--- src/rtl/sync_pulse_arbiter.sv ---
// Round-robin scheduler sharing one SyncPulse channel among NUM_REQ requesters.
// Each transfer is a single-cycle din pulse with a requester ID sideband. An
// optional returned ack (already in clk_src) plus a fixed gap keep pulses far
// enough apart for the slower destination domain.
module sync_pulse_arbiter #(
   parameter int unsigned NUM_REQ     = 4,
   parameter int unsigned ID_W        = $clog2(NUM_REQ),
   parameter int unsigned GAP_CYCLES  = 4,
   parameter bit          USE_ACK     = 1'b1,
   parameter int unsigned ACK_TIMEOUT = 16
) (
   input  logic               clk_src,
   input  logic               rst_n,
   input  logic [NUM_REQ-1:0] req,
   output logic [NUM_REQ-1:0] grant,
   output logic               din,
   output logic [ID_W-1:0]    din_id,
   input  logic               ack_in,
   output logic               busy,
   output logic               timeout_err,
   output logic               stray_ack
);

   localparam int unsigned TMAX = (GAP_CYCLES > ACK_TIMEOUT) ? GAP_CYCLES : ACK_TIMEOUT;
   localparam int unsigned TW   = $clog2(TMAX + 1);

   localparam logic [TW-1:0]   ACK_LAST = TW'(ACK_TIMEOUT - 1);
   localparam logic [TW-1:0]   GAP_LAST = TW'(GAP_CYCLES - 1);
   localparam logic [ID_W-1:0] LAST_ID  = ID_W'(NUM_REQ - 1);

   typedef enum logic [1:0] {
      StIdle,
      StIssue,
      StWaitAck,
      StGap
   } state_e;

   state_e          state_q, state_d;
   logic [ID_W-1:0] rr_ptr_q, rr_ptr_d;
   logic [ID_W-1:0] win_q, win_d;
   logic [TW-1:0]   timer_q, timer_d;
   logic            stray_q, stray_d;

   logic [ID_W-1:0] pick_idx;
   logic [ID_W-1:0] cand;
   logic [31:0]     base;
   logic [TW-1:0]   timer_inc;
   logic [ID_W-1:0] next_ptr;

   // Round-robin pick: first set req bit searching upward from rr_ptr, with wrap.
   always_comb begin
      pick_idx = '0;
      cand     = '0;
      base     = 32'(rr_ptr_q);
      for (int unsigned i = NUM_REQ; i > 0; i--) begin
         // Iterate downward so the lowest offset from rr_ptr is written last and wins.
         cand = ID_W'((base + i - 1) % NUM_REQ);
         if (req[cand]) begin
            pick_idx = cand;
         end
      end
   end

   // Saturating timer increment and pointer advance past the current winner.
   always_comb begin
      timer_inc = (timer_q == {TW{1'b1}}) ? timer_q : timer_q + TW'(1);
      next_ptr  = (win_q == LAST_ID) ? '0 : win_q + ID_W'(1);
   end

   // Next-state and output decode for the transfer sequencer.
   always_comb begin
      state_d     = state_q;
      rr_ptr_d    = rr_ptr_q;
      win_d       = win_q;
      timer_d     = timer_q;
      grant       = '0;
      din         = 1'b0;
      timeout_err = 1'b0;
      busy        = (state_q != StIdle);
      // An ack outside WAIT_ACK never steers the FSM; it is only flagged.
      stray_d     = ack_in && (state_q != StWaitAck);

      case (state_q)
         StIdle: begin
            if (|req) begin
               win_d   = pick_idx;
               state_d = StIssue;
            end
         end
         StIssue: begin
            din      = 1'b1;
            grant    = NUM_REQ'(1) << win_q;
            rr_ptr_d = next_ptr;
            timer_d  = '0;
            state_d  = USE_ACK ? StWaitAck : StGap;
         end
         StWaitAck: begin
            timer_d = timer_inc;
            if (ack_in) begin
               timer_d = '0;
               state_d = StGap;
            end else if (timer_q == ACK_LAST) begin
               // Flagged in the last allowed wait cycle; ack in that cycle wins.
               timeout_err = 1'b1;
               timer_d     = '0;
               state_d     = StGap;
            end
         end
         StGap: begin
            timer_d = timer_inc;
            if (timer_q == GAP_LAST) begin
               timer_d = '0;
               state_d = StIdle;
            end
         end
         default: begin
            state_d = StIdle;
            timer_d = '0;
         end
      endcase
   end

   // State registers with synchronous active-low reset; reset drops pending acks.
   always_ff @(posedge clk_src) begin
      if (!rst_n) begin
         state_q  <= StIdle;
         rr_ptr_q <= '0;
         win_q    <= '0;
         timer_q  <= '0;
         stray_q  <= 1'b0;
      end else begin
         state_q  <= state_d;
         rr_ptr_q <= rr_ptr_d;
         win_q    <= win_d;
         timer_q  <= timer_d;
         stray_q  <= stray_d;
      end
   end

   assign din_id    = win_q;
   assign stray_ack = stray_q;

endmodule
--- config.mk ---
export PLATFORM = sky130hd
export DESIGN_NAME = sync_pulse_arbiter
export DESIGN_NICKNAME = d
export VERILOG_FILES = /design/src/rtl/sync_pulse_arbiter.sv
export SDC_FILE = /design/constraint.sdc
export NUM_CORES = 1
export LEC_CHECK = 0
export CORE_MARGIN = 5
export CORE_UTILIZATION = 45
export CTS_CLUSTER_SIZE = 30
export DETAILED_ROUTE_END_ITERATION = 12
export DONT_BUFFER_PORTS = 1
export SETUP_SLACK_MARGIN = 0.1
export SYNTH_ARGS = -nofsm -noshare
export SYNTH_HDL_FRONTEND = slang
export SYNTH_SLANG_ARGS = --single-unit
--- constraint.sdc ---
create_clock -name clk_src -period 2 [get_ports clk_src]
set_clock_uncertainty 0.05 [all_clocks]
set_input_delay 0.3 -clock clk_src [delete_from_list [all_inputs] [get_ports clk_src]]
set_output_delay 0.3 -clock clk_src [all_outputs]
set_load 0.03 [all_outputs]
## Word-level counts from Yosys, hierarchy flattened

Index checks and enable logic that the tools add are counted.
W data, S select, Z words.

| storage, ports and cells | value |
|---|---|
| input port bits | 7 |
| output and inout port bits | 10 |
| latch bits | 0 |
| memory bits (writable) | 0 |
| memories | 0 |
| word-level logic and storage cells | 66 |
| memory bits (read-only) | 0 |
| register bits | 12 |

| cells by class | value |
|---|---|
| eq/ne operators | 11 |
| reduce and logical (&&, ||, !) cells | 7 |
| shift-type cells | 1 |
| magnitude comparators | 4 |
| divide/modulo/power cells | 0 |
| add/subtract/negate cells | 10 |
| muxes and demuxes | 28 |
| multipliers | 0 |
| bitwise gates (word level) | 0 |

Operators with widths:

| cell | number |
|---|---|
| $mux W5 | 4 |
| $mux W2 | 9 |
| $pmux W5 S3 | 1 |
| $lt A2 B3 Y1 const B | 4 |
| $bmux W1 S2 | 4 |
| $mux W1 | 8 |
| $pmux W2 S4 | 1 |
| $sub A2 B1 Y2 const B | 4 |
| $add A2 B1 Y2 const B | 3 |
| $eq A2 B2 Y1 const B | 3 |
| $ne A2 B2 Y1 const B | 3 |
| $add A5 B1 Y5 const B | 1 |
| $eq A5 B2 Y1 const B | 1 |
| $eq A5 B4 Y1 const B | 1 |
| $eq A5 B5 Y1 const B | 1 |
| $add A2 B2 Y2 const B | 2 |
| $mux W4 | 1 |
| $reduce_or A4 Y1 | 1 |
| $shl A1 B2 Y4 const A | 1 |
| $ne A3 B3 Y1 const B | 1 |
| $reduce_and A3 Y1 | 1 |
| $reduce_bool A3 Y1 | 1 |
| $eq A2 B1 Y1 const B | 1 |
| $logic_not A2 Y1 | 1 |
| other kinds (3) | 3 |

## Logic depth before layout (Yosys ltp)

| depth | value |
|---|---|
| depth in word-level cells | 8 |
| mapped depth | 6 |

## Worst setup path after synthesis

OpenSTA, ideal clock, no wires.

| timing path | value |
|---|---|
| kind | flip-flop to output port |
| start point | register state_q[0] |
| end point | output timeout_err |
| data required time | 1.650 ns |
| buffers on the path | 0 |
| arrival time | 1.633 ns |
| stages on the path, launching flop included | 5 |
| setup slack | 0.017 ns |
| cell sequence | dfxtp_1 inv_1 ha_1 nor2b_1 nor3b_1 |

| between the ends | value |
|---|---|
| cells in the longest elaborated chain, start to end | 2 |

Ends and longest elaborated chain:

| item | RTL line | source |
|---|---|---|
| from (decl) | 38 | `state_e state_q, state_d;` |
| from (signal assigned) | 126 | `state_q <= StIdle;` |
| from (signal assigned) | 132 | `state_q <= state_d;` |
| $eq A2 B2 Y1 | 83 | `case (state_q)` |
| $mux W1 | 83 |  |
| to (decl) | 20 | `output logic timeout_err,` |

No other way between the ends.

## Worst setup path after layout

| timing path | value |
|---|---|
| start point | register timer_q[1] |
| end point | register timer_q[2] |

| between the ends | value |
|---|---|
| cells in the longest elaborated chain, start to end | 5 |

Ends and longest elaborated chain:

| item | RTL line | source |
|---|---|---|
| from (decl) | 41 | `logic [TW-1:0] timer_q, timer_d;` |
| from (signal assigned) | 135 | `timer_q <= timer_d;` |
| $add A5 B1 Y5 / $eq A5 B5 Y1 (equally long branches) | 66 | `timer_inc = (timer_q == {TW{1'b1}}) ? timer_q : timer_q + TW'(1);` |
| $mux W5 | 66 |  |
| $mux W5 | 102 | `end else if (timer_q == ACK_LAST) begin` |
| $mux W5 | 99 | `if (ack_in) begin` |
| $pmux W5 S3 * | 83 |  |

Mark *: on every way between the ends. The rest lies on a longest branch, timed or not.
A chain may end at the register's enable or synchronous reset.

==> metrics.csv <==
stage;metric;value;unit
outcome;status;finished, final reports clean;
synth;syn nets;108;
critical_path;crit path from;timer_q[1];
timing;unrepaired setup endpoints after global routing;true;
critical_path;Startpoint Class;flip-flop;
detailed_routing;DRT antenna net count;0;
synth;area share of the largest cell type after synthesis;29.7;%
min_path;HP Start;rst_n;
placement;IO buf count;0;
cells_and_area;Post-Layout Cell Count;121;
clock_tree;Clk Tree Root Cell;clkbuf_4;
timing;final hold viol count;0;
synth;multiplexer share of the synthesized area;6.19;%
synth;mean area per synthesized cell;8.88;sq um
power;power per cell area;1080;nW/um^2
global_route;total gr overflow;0;
power;Static Leak;0.355;nW
synth;Seq/Total Area, Yosys;29.7;%
synth;complex-gate fraction of the synthesized area;19.8;%
detailed_routing;DR vias;662;
timing;worst slew pin tran;426;ps
placement;Placer Congestion;0.772;
synth;synth unique cells;30;
global_route;largest net degree at the start of global routing;12;
floorplan;core area;1730;sq um
cells_and_area;multi-input logic area;568;sq um
placement;Post-DP HPWL;1210;microns
synth;synth cell count leaders;dfxtp_1 (12), ha_1 (10), nand2_1 (7), inv_1 (6);
timing;# setup viols final;0;
job;Max-Cap Viols;0;
synth;main combinational cell family by area after synthesis;simple AND/OR/NAND/NOR gates;
critical_path;crit path kind;reg -> reg;
cells_and_area;antenna fix cells;0;
min_path;Min-Delay Path Class;in -> reg;
cells_and_area;Fillers;181;
synth;EDFF count, synth;0;
floorplan;Initial Utilization;46.8;%
synth;asr flop ratio synth;0;%
synth;Synth Flop Type;dfxtp_1;
clock_tree;Hold Buf Count CTS;0;
critical_path;Worst R2R Start;timer_q[1];
global_route;vias in the first global route;641;
detailed_routing;routed vias/inst;5.47;
synth;simple-gate share of the synthesized area;24.6;%
synth;post-synth top area cell;dfxtp_1;
cells_and_area;final net count;114;
synth;post-synthesis adder-cell area fraction;15.5;%
critical_path;Worst EP required;2120;ps
synth;FF+latch count, synth;12;
detailed_routing;1st-iter DRT viols;5;
synth;main area contributors after synthesis;dfxtp_1 (30%), ha_1 (15%), mux2i_1 (6.2%);
clock_tree;Clock Sinks;12;
clock_tree;Worst-Skew Late Latency;270;ps
critical_path;Crit Path Max Fanout;7;
cells_and_area;layout cells sized above 1;18.8;%
global_route;global-route wire length before repair;2820;microns
synth;synth warn;0;
detailed_routing;WL/cell;14.1;microns
clock_tree;CTS tree;built;
timing;normalized max-slew margin;71.6;%
global_route;initial antenna violation count;0;
timing;minimum clock period after layout;1840;ps
placement;# placed instances;117;
floorplan;I/O pins;17;
critical_path;CP arrival;1950;ps
clock_tree;H-tree depth;1;
clock_tree;CTS Buf Count;3;
detailed_routing;Residual DRC;0;
cells_and_area;area grow syn2layout;14.6;%
timing;FMAX;0.544;GHz
floorplan;Die Wd;52.4;microns
critical_path;Worst setup EP type;flip-flop;
detailed_routing;Post-Route WL;1710;microns
global_route;global-route usage over all layers;13.8;%
cells_and_area;Storage cell area;241;sq um
clock_tree;clk buf depth;2;
power;peak supply drop;660;uV
timing;Slew Viols, Final;0;
floorplan;number of cell rows;15;
floorplan;die area;2740;sq um
synth;top-count cell post-synth;dfxtp_1;
clock_tree;clock-pin slew on the worst setup and hold paths;80;ps
synth;Post-Synthesis Cells;91;
timing;Final TNS setup;0;ps
synth;XOR/XNOR share of the synthesized area;0;%
detailed_routing;drt pass-1 iters;3;
floorplan;DIE HEIGHT;52.4;microns
timing;final period utilization;91.9;%
synth;netlist area before placement;808;sq um
==> logic make-up after synthesis <==
family	after synthesis
and+or+nand+nor	35
DFF	12
muxes	5
adders and majority gates	10
buffers and inverters	9
AOI/OAI and AO/OA	20
==> power by group <==
group	switching, mW	internal [mW]
logic	0.291	0.165
clock network	0.0803	0.111
registers	0.0676	0.286
==> registers in the layout (all words and copies together) (netlist names) <==
| register | flops |
|---|---|
| rr_ptr_q | 2 |
| state_q | 2 |
| timer_q | 5 |
| stray_ack | 1 |
| din_id | 2 |
==> critical path: stages, from the launching register on <==
cell and delay (ps):
dfxtp_1 410, ha_4 190, or4b_4 480, a22oi_4 240, a31oi_1 90, o221a_1 270
==> repair_timing <==
item / in CTS / in global routing
buffers inserted: 0 / 0
gates resized for setup: 2 / 6
pin swaps: 0 / 1
setup endpoints to repair: 1 / 6
==> layout make-up <==
type / instances / share of cell area [%]
multi-input cells: 70 / 61.4
flip-flops and latches: 12 / 26.1
clock buffers: 4 / 3.92
inverters: 7 / 2.84
well taps: 25 / 3.38
repair buffers: 3 / 2.43
==> cell usage in the layout, fill, tap and decap left out, types with 2 or more instances in the layout <==
cell type | synthesis | final
a21oi_1 | 5 | 5
a31oi_1 | 2 | 2
and2_1 | 4 | 4
buf_4 | 0 | 3
clkbuf_4 | 0 | 3
dfxtp_1 | 12 | 11
ha_1 | 10 | 8
inv_1 | 6 | 5
inv_2 | 1 | 2
mux2i_1 | 5 | 5
nand2_1 | 7 | 7
nand2b_1 | 2 | 2
nand3_1 | 4 | 4
nand4b_1 | 2 | 2
nor2_1 | 5 | 5
nor2b_1 | 4 | 3
o21ai_0 | 2 | 2
o221a_1 | 2 | 2
o221ai_1 | 2 | 2
o31ai_1 | 2 | 2
==> metrics by stage <==
| step | hold slack (ps) | total power [mW] | setup slack, ps | instance area [sq um] | utilization [%] |
|---|---|---|---|---|---|
| floorplan | 417 | 0.705 | 267 | 813 | - |
| global placement | 397 | 0.794 | 182 | 860 | 49.8 |
| detailed placement | 396 | 0.797 | 147 | 860 | 49.8 |
| CTS | 100 | 1.00 | 123 | 903 | 52.3 |
| global route | 104 | 1.09 | 60.7 | 926 | 53.6 |
| finish | 107 | 1.00 | 162 | 926 | 53.6 |
==> routing by layer <==
layer,GRT usage (%),wire length (microns),up-vias
met4,3.83,8,0
met3,6.27,96,2
met2,20.0,784,13
li1,-,-,339
met1,18.2,821,308
met5,0,0,-
==> final timing paths <==
check | to | slack (ps) | depth (start not counted)
setup reg to reg | timer_q[2] | 160 | 5
hold / removal | timer_q[3] | 110 | 1
setup / recovery | timer_q[2] | 160 | 5
hold reg to reg | state_q[1] | 460 | 2
Note: power is estimated with default switching activity, not from simulation.
